File: src/rtl/divider_pkg.sv
// Shared definitions for the sequential divider: FSM states, default width
// and the iteration-counter width.
package divider_pkg;

  typedef enum logic [1:0] {
    IDLE = 2'd0,
    ITER = 2'd1,
    FIX  = 2'd2
  } state_t;

  localparam int unsigned DIV_WIDTH = 4;

  function automatic int unsigned cnt_width(input int unsigned width);
    return $clog2(width + 1);
  endfunction

endpackage

File: src/rtl/seq_divider4_if.sv
// Start/done handshake plus operand and result buses of the sequential divider.
interface seq_divider4_if #(
  parameter int unsigned WIDTH = divider_pkg::DIV_WIDTH
);
  logic             start;
  logic [WIDTH-1:0] Dividend;
  logic [WIDTH-1:0] Divisor;
  logic             busy;
  logic             done;
  logic [WIDTH-1:0] Quotient;
  logic [WIDTH-1:0] Remainder;
  logic             DivByZero;

  modport master (
    output start, Dividend, Divisor,
    input  busy, done, Quotient, Remainder, DivByZero
  );

  modport slave (
    input  start, Dividend, Divisor,
    output busy, done, Quotient, Remainder, DivByZero
  );
endinterface

File: src/rtl/addsub_unit.sv
// Ripple-carry add/subtract: Sum = A + (B ^ {M}) + M, so M=1 subtracts.
module addsub_unit #(
  parameter int unsigned WIDTH = 5
) (
  input  logic [WIDTH-1:0] A,
  input  logic [WIDTH-1:0] B,
  input  logic             M,
  output logic [WIDTH-1:0] Sum,
  output logic             Carry
);

  logic c;
  logic bx;

  always_comb begin
    c   = M;
    bx  = 1'b0;
    Sum = '0;
    for (int unsigned i = 0; i < WIDTH; i++) begin
      bx     = B[i] ^ M;
      Sum[i] = A[i] ^ bx ^ c;
      c      = (A[i] & bx) | (A[i] & c) | (bx & c);
    end
    Carry = c;
  end

endmodule

File: src/rtl/seq_divider4.sv
// Multi-cycle non-restoring unsigned divider with start/done handshake.
// Optional divide-by-zero fast path enabled by defining DIV_ZERO_DETECT_EN.
module seq_divider4
  import divider_pkg::*;
#(
  parameter int unsigned WIDTH = DIV_WIDTH
) (
  input logic           clk,
  input logic           rst,
  seq_divider4_if.slave bus
);

  localparam int unsigned CNT_W = cnt_width(WIDTH);

  state_t             state_q, state_d;
  logic [WIDTH:0]     p_q, p_d;
  logic [WIDTH-1:0]   q_q, q_d;
  logic [WIDTH-1:0]   d_q, d_d;
  logic [CNT_W-1:0]   cnt_q, cnt_d;
  logic [WIDTH-1:0]   quot_q, quot_d;
  logic [WIDTH-1:0]   rem_q, rem_d;
  logic               dbz_q, dbz_d;
  logic               done_q, done_d;
`ifdef DIV_ZERO_DETECT_EN
  logic               zdiv_q, zdiv_d;
`endif

  logic [WIDTH:0]     as_a, as_b, as_sum;
  logic               as_m;
  logic               as_carry_unused;

  addsub_unit #(.WIDTH(WIDTH + 1)) u_addsub (
    .A     (as_a),
    .B     (as_b),
    .M     (as_m),
    .Sum   (as_sum),
    .Carry (as_carry_unused)
  );

  always_comb begin
    state_d = state_q;
    p_d     = p_q;
    q_d     = q_q;
    d_d     = d_q;
    cnt_d   = cnt_q;
    quot_d  = quot_q;
    rem_d   = rem_q;
    dbz_d   = dbz_q;
    done_d  = 1'b0;
`ifdef DIV_ZERO_DETECT_EN
    zdiv_d  = zdiv_q;
`endif
    // ITER operands by default: shifted partial remainder against the divisor
    as_a    = {p_q[WIDTH-1:0], q_q[WIDTH-1]};
    as_b    = {1'b0, d_q};
    as_m    = ~p_q[WIDTH];

    case (state_q)
      IDLE: begin
        if (bus.start) begin
          p_d     = '0;
          q_d     = bus.Dividend;
          d_d     = bus.Divisor;
          cnt_d   = '0;
          state_d = ITER;
`ifdef DIV_ZERO_DETECT_EN
          zdiv_d  = (bus.Divisor == '0);
          if (bus.Divisor == '0) state_d = FIX;
`endif
        end
      end
      ITER: begin
        p_d   = as_sum;
        q_d   = {q_q[WIDTH-2:0], ~as_sum[WIDTH]};
        cnt_d = cnt_q + 1'b1;
        if (cnt_q == CNT_W'(WIDTH - 1)) state_d = FIX;
      end
      FIX: begin
        as_a    = p_q;
        as_b    = p_q[WIDTH] ? {1'b0, d_q} : '0;
        as_m    = 1'b0;
        p_d     = as_sum;
        quot_d  = q_q;
        rem_d   = as_sum[WIDTH-1:0];
        dbz_d   = 1'b0;
        done_d  = 1'b1;
        state_d = IDLE;
`ifdef DIV_ZERO_DETECT_EN
        // Fast path: q_q still holds the untouched dividend
        if (zdiv_q) begin
          quot_d = '1;
          rem_d  = q_q;
          dbz_d  = 1'b1;
        end
`endif
      end
      default: state_d = IDLE;
    endcase
  end

  always_ff @(posedge clk) begin
    if (rst) begin
      state_q <= IDLE;
      p_q     <= '0;
      q_q     <= '0;
      d_q     <= '0;
      cnt_q   <= '0;
      quot_q  <= '0;
      rem_q   <= '0;
      dbz_q   <= 1'b0;
      done_q  <= 1'b0;
`ifdef DIV_ZERO_DETECT_EN
      zdiv_q  <= 1'b0;
`endif
    end else begin
      state_q <= state_d;
      p_q     <= p_d;
      q_q     <= q_d;
      d_q     <= d_d;
      cnt_q   <= cnt_d;
      quot_q  <= quot_d;
      rem_q   <= rem_d;
      dbz_q   <= dbz_d;
      done_q  <= done_d;
`ifdef DIV_ZERO_DETECT_EN
      zdiv_q  <= zdiv_d;
`endif
    end
  end

  assign bus.busy      = (state_q != IDLE);
  assign bus.done      = done_q;
  assign bus.Quotient  = quot_q;
  assign bus.Remainder = rem_q;
  assign bus.DivByZero = dbz_q;

endmodule

File: src/flat_wrapper.sv
// flat-port wrapper written by rule: the top's interface ports become plain ports
module seq_divider4_flat import divider_pkg::*;
#(
  parameter int unsigned WIDTH = DIV_WIDTH
)
  (clk, rst, bus_start, bus_Dividend, bus_Divisor, bus_busy, bus_done, bus_Quotient, bus_Remainder, bus_DivByZero);
  seq_divider4_if #(.WIDTH(WIDTH)) bus_i ();
  input logic clk;
  input logic rst;
  input wire logic [$bits(bus_i.start)-1:0] bus_start;
  input wire logic [$bits(bus_i.Dividend)-1:0] bus_Dividend;
  input wire logic [$bits(bus_i.Divisor)-1:0] bus_Divisor;
  output wire logic [$bits(bus_i.busy)-1:0] bus_busy;
  output wire logic [$bits(bus_i.done)-1:0] bus_done;
  output wire logic [$bits(bus_i.Quotient)-1:0] bus_Quotient;
  output wire logic [$bits(bus_i.Remainder)-1:0] bus_Remainder;
  output wire logic [$bits(bus_i.DivByZero)-1:0] bus_DivByZero;
  assign bus_i.start = bus_start;
  assign bus_i.Dividend = bus_Dividend;
  assign bus_i.Divisor = bus_Divisor;
  assign bus_busy = bus_i.busy;
  assign bus_done = bus_i.done;
  assign bus_Quotient = bus_i.Quotient;
  assign bus_Remainder = bus_i.Remainder;
  assign bus_DivByZero = bus_i.DivByZero;
  seq_divider4 #(.WIDTH(WIDTH)) u_core (.clk(clk), .rst(rst), .bus(bus_i));
endmodule
File: config.mk
export PLATFORM = sky130hd
export DESIGN_NAME = seq_divider4_flat
export DESIGN_NICKNAME = d
export VERILOG_FILES = /design/src/rtl/divider_pkg.sv /design/src/rtl/seq_divider4_if.sv /design/src/rtl/addsub_unit.sv /design/src/rtl/seq_divider4.sv /design/src/flat_wrapper.sv
export SDC_FILE = /design/constraint.sdc
export NUM_CORES = 1
export LEC_CHECK = 0
export CORE_AREA = 2 2 60 62
export CTS_CLUSTER_DIAMETER = 30
export DETAILED_ROUTE_END_ITERATION = 7
export DIE_AREA = 0 0 62 64
export GPL_TIMING_DRIVEN = 0
export PLACE_DENSITY_LB_ADDON = 0.05
export SLEW_MARGIN = 30
export SYNTH_ARGS = -nofsm -noshare
export SYNTH_HDL_FRONTEND = slang
export SYNTH_SLANG_ARGS = --single-unit
File: constraint.sdc
create_clock -name clk -period 3.7 [get_ports clk]
set_input_delay 0.555 -clock clk [delete_from_list [all_inputs] [get_ports clk]]
set_output_delay 0.555 -clock clk [all_outputs]
set_load 0.02 [all_outputs]
After elaboration in Yosys (flattened, before gate mapping)
Cells that the tools add are included.

Output and inout port bits: 11. Bits of input ports: 11. Register bits after elaboration: 27.

Multiplexer cells: 14. $add $sub $neg: 1. Reductions and logical operators: 9. Bitwise operators: 37. Equal/unequal tests: 5.

Operators with widths (count): $mux W5 (3); $xor A1 B1 Y1 (15); $and A1 B1 Y1 (12); $pmux W5 S2 (1); $mux W4 (2); $or A1 B1 Y1 (8); $pmux W4 S2 (1); $reduce_and A2 Y1 (4); $pmux W3 S2 (1); $reduce_bool A2 Y1 (3); $mux W2 (2); $pmux W2 S2 (1); $add A3 B1 Y3 const B (1); $eq A3 B2 Y1 const B (1); $mux W3 (1); $eq A2 B1 Y1 const B (1); $eq A2 B2 Y1 const B (1); $logic_not A2 Y1 (1); $mux W1 (2); $ne A2 B1 Y1 const B (1); $ne A2 B2 Y1 const B (1); $not A1 Y1 (2); $reduce_or A2 Y1 (1).

Longest topological paths before layout
Gate-level depths: netlist (run 1).

Word-level depth: 18. Mapped depth: 13. Mapped depth without buffers: 12.

Hierarchy
From an unflattened synthesis (run 1), not the netlist that was laid out.

Cells, all modules: 153. Area total of the unflattened synthesis: 1487.7 um^2.

Modules (own cells, without submodules): seq_divider4 (cells each 136, area an instance 1318.8 um^2, times used 1); addsub_unit (cells each 17, area an instance 168.9 um^2, times used 1).

Worst setup path after synthesis (run 1)
OpenSTA, ideal clock, no wires.

Kind: register -> register. From: register u_core.state_q[0]. To: register u_core.p_q[3]. Data required time: 3.568 ns. Library setup time: 0.132 ns. Setup slack: 0.694 ns. Data arrival time: 2.874 ns. Clock period less this slack: 3.006 ns. Stages on the path, launching flop included: 14. Cells stage by stage: dfxtp_1 inv_1 ha_1 clkbuf_1 and2_1 a21oi_1 o22ai_1 fa_1 fa_1 inv_1 fa_1 mux2_2 nand2_1 a21oi_1.

Cells in the longest elaborated chain, start to end: 14.

Ends and longest elaborated chain: start: declaration (line seq_divider4.sv:15) `state_t state_q, state_d;`; start signal: assignment (line seq_divider4.sv:116) `state_q <= state_d;`; $eq A2 B2 Y1 * (line seq_divider4.sv:58) `case (state_q)`; $mux W5 or $mux W1 (tied branches) (line seq_divider4.sv:58); $xor A1 B1 Y1 (line addsub_unit.sv:20) `bx = B[i] ^ M;`; $and A1 B1 Y1 (line addsub_unit.sv:22) `c = (A[i] & bx) | (A[i] & c) | (bx & c);`; $or A1 B1 Y1 (2 in a row) (line addsub_unit.sv:22); $and A1 B1 Y1 (line addsub_unit.sv:22); $or A1 B1 Y1 (2 in a row) (line addsub_unit.sv:22); $and A1 B1 Y1 (line addsub_unit.sv:22); $or A1 B1 Y1 (2 in a row) (line addsub_unit.sv:22); $xor A1 B1 Y1 * (line addsub_unit.sv:21) `Sum[i] = A[i] ^ bx ^ c;`; via u_core.as_sum[3] (line seq_divider4.sv:28) `logic [WIDTH:0] as_a, as_b, as_sum;`; $pmux W5 S2 * (line seq_divider4.sv:58); end signal: assignment (line seq_divider4.sv:117) `p_q <= p_d;`; end: declaration (line seq_divider4.sv:16) `logic [WIDTH:0] p_q, p_d;`.

Mark *: on every way through the listed nets, which the timed path passes. The rest lies on a longest branch. A chain may end at the register's enable or synchronous reset.

Worst setup path in the final report (run 1)
Same ends and word-level chain as after synthesis.

==> results.toml, run 1 <==
[outcome]
status = "finished clean"

[sta]
rsz0062_at_grt = "no"
fin_skew_ns = 0.007134
fmax_mhz = 299.3
drv_slew = 0
worst_slack_ns = 0.3591
timing.final.crit_share_pct = 90.30
fin_tns_setup_ns = 0
min_period_ns = 3.341
setup_viol = 0
maxSlewHeadroom_pct = 57.46
tightestPinTransition_ns = 0.6338
hold_violations = 0

[worst_setup_path]
worst-path-max-fanout = 10
crit_family = "adder cells"
critPathCaptureType = "register"
setup.worst_path.class = "reg -> reg"
path_cells = "inv_1 > ha_1 > clkbuf_1 > nor2_1 > a21oi_1 > o22ai_1 > fa_1 > fa_1 > inv_1 > fa_1 > mux2_2 > nand2_1 > a21oi_1"
critPathBufInv = 3
slowest_stage = "fa_1"
crit_top_cell = "fa_1"
start_kind = "register"
worstPathArrival_ns = 3.55
required_ns = 3.91
cp_slowest_stage_delay_ns = 0.46

[grt]
antenna_found_initial = 0
grt_max_degree = 15
overflow = 0
track_usage_pct = 17.61
grt_pass1_wl_mm = 5.244
grt_pass1_vias = 1167

[synthesis]
ys.flop_type = "dfxtp_1"
synth_fp_nets = 188
synth_area_um2 = 1456
yosys_warnings = 0
async_flop_share_pct = 0
synth_largest_area_cell = "dfxtp_1"
ys_types = 37
synth.top_cell.area_share_pct = 37.11
synth_edf_count = 0
ys_ff_latch = 27
synth_area_leaders = "dfxtp_1, mux2i_1, a21oi_1"
syn_inst = 168
ys_seq_area_share_pct = 37.11
synth.avg_cell_area_um2 = 8.669

[clock_tree]
cts_sinks = 27
cts.repair_timing.setup_buffer_count = 0
hold_buffers = 0
cts_max_path_buffers = 2
cts_buffers = 3
cts_resized = 0
clkLatencyLatePin_ns = 0.32
clk_pin_slew_worst_paths_ns = 0.14
h-tree-depth = 1
cts_tree = "yes"
cts_root_buf = "clkbuf_4"

[power_and_ir_drop]
ir_worst_vdd_mv = 0.1763
pwr-share-comb_pct = 28.6
clkPwrFrac_pct = 20.2
p_per_area_nw_per_um2 = 360.8
net-switching-power_uw = 195.8
seqPwrFrac_pct = 51.2
power_uw = 624.4
internal_power_uw = 428.5
p_leak_nw = 0.6191
swShare_pct = 31.37

[finish]
final_common_cell = "dfxtp_1"
area_delta_synth_final_pct = 18.81
antenna_cells = 0
fin_nets = 212
drive_above_1_share_pct = 5.236
final_cell_mix = "dfxtp_1, nor2_1, a21oi_1"
fillers = 320
fin_util_pct = 52.69

[placed_design]
dp_slack_ns = 0.4050
port_buffers = 19
dpl.hpwl_mm = 2.381
finalWeightedCongestion = 0.8295

[floorplanning]
rows = 21
core-area_um2 = 3284
die-area_um2 = 3968
die_x_um = 62
io_pins = 22
start_util_pct = 44.34
die_h_um = 64

[detailed_routing]
wire_per_inst_um = 13.00
via_count = 1251
wl_mm = 3.082
drc = 0
firstDrtPassIters = 5
drt_iter0_drc = 36
antenna_left = 0
viasPerCell = 5.278

[flow_run]
maxCapViolations = 0

[min_path]
hp-class = "reg -> reg"
-- routing by layer --
layer  part of all wire [%]  up-vias  track usage (%)
li1                       -      633                -
met1                     48      581            24.56
met2                     47       32            27.08
met3                    3.6        5            3.036
met4                    1.4        0            5.585
met5                      0        -                0
-- logic make-up (layout without fill, tap and decap cells) --
kind of cell | after synthesis | after routing | share of synthesized area (%)
compound gates | 47 | 47 | 20.96
xor+xnor | 3 | 3 | 1.804
fa+ha+maj | 9 | 9 | 9.278
buf+inv | 21 | 44 | 6.701
flops | 27 | 27 | 37.11
mux | 15 | 15 | 10.57
other cells | 1 | 1 | 0.2575
simple gates | 45 | 45 | 13.32
-- cells in the mapped netlist (3+ instances only) --
master and number:
dfxtp_1 27, a21oi_1 20, nor2_1 20, nand2_1 14
mux2i_1 12, inv_1 9, a211oi_1 8, clkbuf_1 6
ha_1 6, nand3_1 4, o211ai_1 4, buf_1 3
fa_1 3, mux2_2 3, o22ai_1 3
-- state kept, by name, indices dropped and copies added, names as in the netlist --
name,flops
u_core.bus.done,1
u_core.q_q,4
u_core.d_q,4
u_core.bus.Quotient,4
u_core.p_q,5
u_core.state_q,2
u_core.cnt_q,3
u_core.bus.Remainder,4
-- stage by stage --
step                cells  cell area [um2]  hold WS [ns]
floorplan             168             1456        0.4498
global placement      233             1704        0.4643
detailed placement    233             1704        0.4692
CTS                   237             1730        0.4878
global route          237             1730        0.5049
finish                237             1730        0.4829
-- power by group through the flow --
stage / registers (mW) / logic, mW / clock network, mW
after floorplan: 0.323 / 0.130 / 0
after global placement: 0.325 / 0.172 / 0
after detailed placement: 0.326 / 0.179 / 0
after CTS: 0.320 / 0.179 / 0.131
after global routing: 0.323 / 0.200 / 0.149
final: 0.320 / 0.179 / 0.126
-- final cells by class --
type | instances | area (um2) | area share, %
Buffer | 12 | 63.81 | 3.688
Clock buffer | 4 | 26.28 | 1.518
Inverter | 9 | 33.78 | 1.952
Multi-Input combinational cell | 120 | 818.3 | 47.29
Sequential cell | 27 | 540.5 | 31.24
Tap cell | 46 | 57.56 | 3.326
Timing Repair Buffer | 19 | 190.2 | 10.99
-- worst reg2reg max path: stages, from the launching register on --
cell      delay, ns
dfxtp_1        0.36
inv_1          0.10
ha_1           0.21
clkbuf_1       0.37
nor2_1         0.13
a21oi_1        0.17
o22ai_1        0.12
fa_1           0.45
fa_1           0.38
inv_1          0.07
fa_1           0.46
mux2_2         0.29
nand2_1        0.06
a21oi_1        0.06
-- final timing paths --
kind / startpoint / endpoint / slack (ns) / cells past startpoint
worst max register to register: u_core.state_q[0] / u_core.p_q[3] / 0.36 / 13
worst max-delay path: u_core.state_q[0] / u_core.p_q[3] / 0.36 / 13
worst min-delay path: u_core.d_q[3] / u_core.d_q[3] / 0.48 / 2
worst min register to register: u_core.d_q[3] / u_core.d_q[3] / 0.48 / 2
Power figures use the tool's default switching activity.
==> run 2, diff against run 1 <==
Settings changed: REMOVE_ABC_BUFFERS set to 1.
==> run 2 against run 1 <==
Final cell count is 4.6% lower. Die area is the same. Fmax up 0.82%. Routed wire length decreased by 6.0%. Largest cell class unchanged. Critical path type unchanged. Sequential share of layout area increased by 1.1 points. Highest routed layer unchanged.
==> results.toml, run 2 (synthesized netlist as in run 1, its figures left out) <==
[worst_setup_path]
crit_top_cell = "fa_1"
timing.rr.start = "u_core.state_q[0]"
crit_start = "u_core.state_q[0]"
required_ns = 3.90
worst_r2r_path_depth = 12
worst-path-stages = 12
path_cells = "inv_1 > ha_1 > nor2_1 > a21oi_1 > o22ai_1 > fa_1 > fa_1 > inv_1 > fa_1 > mux2_2 > nand2_1 > a21oi_1"
crit_family = "adder cells"
cp_slowest_stage_delay_ns = 0.58
worstPathArrival_ns = 3.52
rrSetupSlack_ns = 0.39
setup.worst_path.class = "reg -> reg"
worst-path-max-fanout = 14
slowest_stage = "ha_1"
crit_end = "u_core.p_q[3]"
critPathCaptureType = "register"
critPathBufInv = 2
r2r_end = "u_core.p_q[3]"
start_kind = "register"

[clock_tree]
cts_sinks = 27
cts_buffers = 3
h-tree-depth = 1
clkLatencyLatePin_ns = 0.32
cts_resized = 0
cts.repair_timing.setup_buffer_count = 0
clk_pin_slew_worst_paths_ns = 0.14
cts_tree = "yes"
hold_buffers = 0
cts_max_path_buffers = 2
cts_root_buf = "clkbuf_4"

[sta]
min_period_ns = 3.314
drv_slew = 0
rsz0062_at_grt = "no"
setup_viol = 0
hold_violations = 0
tightestPinTransition_ns = 0.6440
fin_skew_ns = 0.002844
timing.final.crit_share_pct = 89.56
fmax_mhz = 301.8
holdWs_ns = 0.4874
fin_tns_setup_ns = 0
worst_slack_ns = 0.3861
maxSlewHeadroom_pct = 57.07

[floorplanning]
start_util_pct = 44.34
die-area_um2 = 3968
rows = 21
die_x_um = 62
io_pins = 22
core-area_um2 = 3284
die_h_um = 64

[finish]
stdcell_count = 226
registers.top_by_ff_count = "u_core.p_q"
drive_above_1_share_pct = 4.444
final_common_cell = "dfxtp_1"
fillers = 327
area_delta_synth_final_pct = 14.78
antenna_cells = 0
final_cell_mix = "dfxtp_1, nor2_1, a21oi_1"
fin_nets = 201
largest_reg_flops = 5

[outcome]
status = "finished clean"

[detailed_routing]
via_count = 1231
firstDrtPassIters = 4
wl_mm = 2.898
viasPerCell = 5.447
antenna_left = 0
drt_iter0_drc = 25
drc = 0
wire_per_inst_um = 12.82

[grt]
track_usage_pct = 17.03
grt_max_degree = 28
antenna_found_initial = 0
grt_pass1_wl_mm = 5.202
grt_pass1_vias = 1177
overflow = 0

[power_and_ir_drop]
p_leak_nw = 0.5948
seqPwrFrac_pct = 52.9
swShare_pct = 30.87
ir_worst_vdd_mv = 0.2350
pwr-share-comb_pct = 26.2
power_uw = 608.4
p_per_area_nw_per_um2 = 364.0
internal_power_uw = 420.6
net-switching-power_uw = 187.8
clkPwrFrac_pct = 20.9

[placed_design]
dpl.hpwl_mm = 2.152
port_buffers = 20
dp_slack_ns = 0.3846
dp_cells = 222
finalWeightedCongestion = 0.7905

[min_path]
hp-class = "reg -> reg"

[flow_run]
maxCapViolations = 0
## run 2: worst min path at each step
stage	start	end	slack, ns	cells past startpoint
6_report	u_core.bus.Remainder[1]	u_core.bus.Remainder[1]	0.49	2
5_1_grt	u_core.d_q[2]	u_core.d_q[2]	0.52	2
4_1_cts	u_core.bus.Remainder[1]	u_core.bus.Remainder[1]	0.49	2
3_5_place_dp	u_core.bus.Remainder[1]	u_core.bus.Remainder[1]	0.47	2
3_3_place_gp	u_core.bus.Remainder[1]	u_core.bus.Remainder[1]	0.47	2
2_1_floorplan	u_core.d_q[1]	u_core.d_q[1]	0.44	2
## run 2: cell type report
cell class,instances,area (um2),share of cell area [%]
Timing Repair Buffer,20,195.2,11.68
Sequential cell,27,540.5,32.34
Clock buffer,4,26.28,1.572
Tap cell,46,57.56,3.443
Multi-Input combinational cell,120,818.3,48.95
Inverter,9,33.78,2.021
## run 2: per-stage QoR
stage	utilization, %	area, um2
2_1_floorplan	-	1393
3_3_place_gp	50.25	1650
3_5_place_dp	50.25	1650
4_1_cts	51.05	1677
5_1_grt	50.90	1672
6_report	50.90	1672
## run 2: worst min-delay path, cell delays in order (launching register included)
cell	delay, ns
dfxtp_1	0.34
nor2_1	0.08
a211oi_1	0.04
## run 2: power by group through the flow
stage	combinational (mW)	sequential, mW	clock [mW]
after detailed placement	0.161	0.328	0
after global routing	0.182	0.325	0.147
after floorplan	0.117	0.324	0
final	0.159	0.322	0.127
after CTS	0.162	0.322	0.135
after global placement	0.158	0.327	0
## run 2: per-layer routing
metal / wire, um / vias up / global-route usage, %
li1: - / 609 / -
met1: 1324 / 598 / 22.67
met2: 1468 / 22 / 27.86
met3: 91 / 2 / 4.453
met4: 13 / 0 / 2.394
met5: 0 / - / 0
==> run 3, diff against run 2 <==
==> constraint.sdc (replaced) <==
create_clock -name clk -period 3.7 [get_ports clk]
set_input_delay 0.555 -clock clk [delete_from_list [all_inputs] [get_ports clk]]
set_output_delay 0.555 -clock clk [all_outputs]
set_load 0.01 [all_outputs]
==> results of run 3 <==
The final DEF is identical to that of run 2. Status: finished clean.
Among the figures that moved: total power 0.6084 mW -> 0.6070 mW
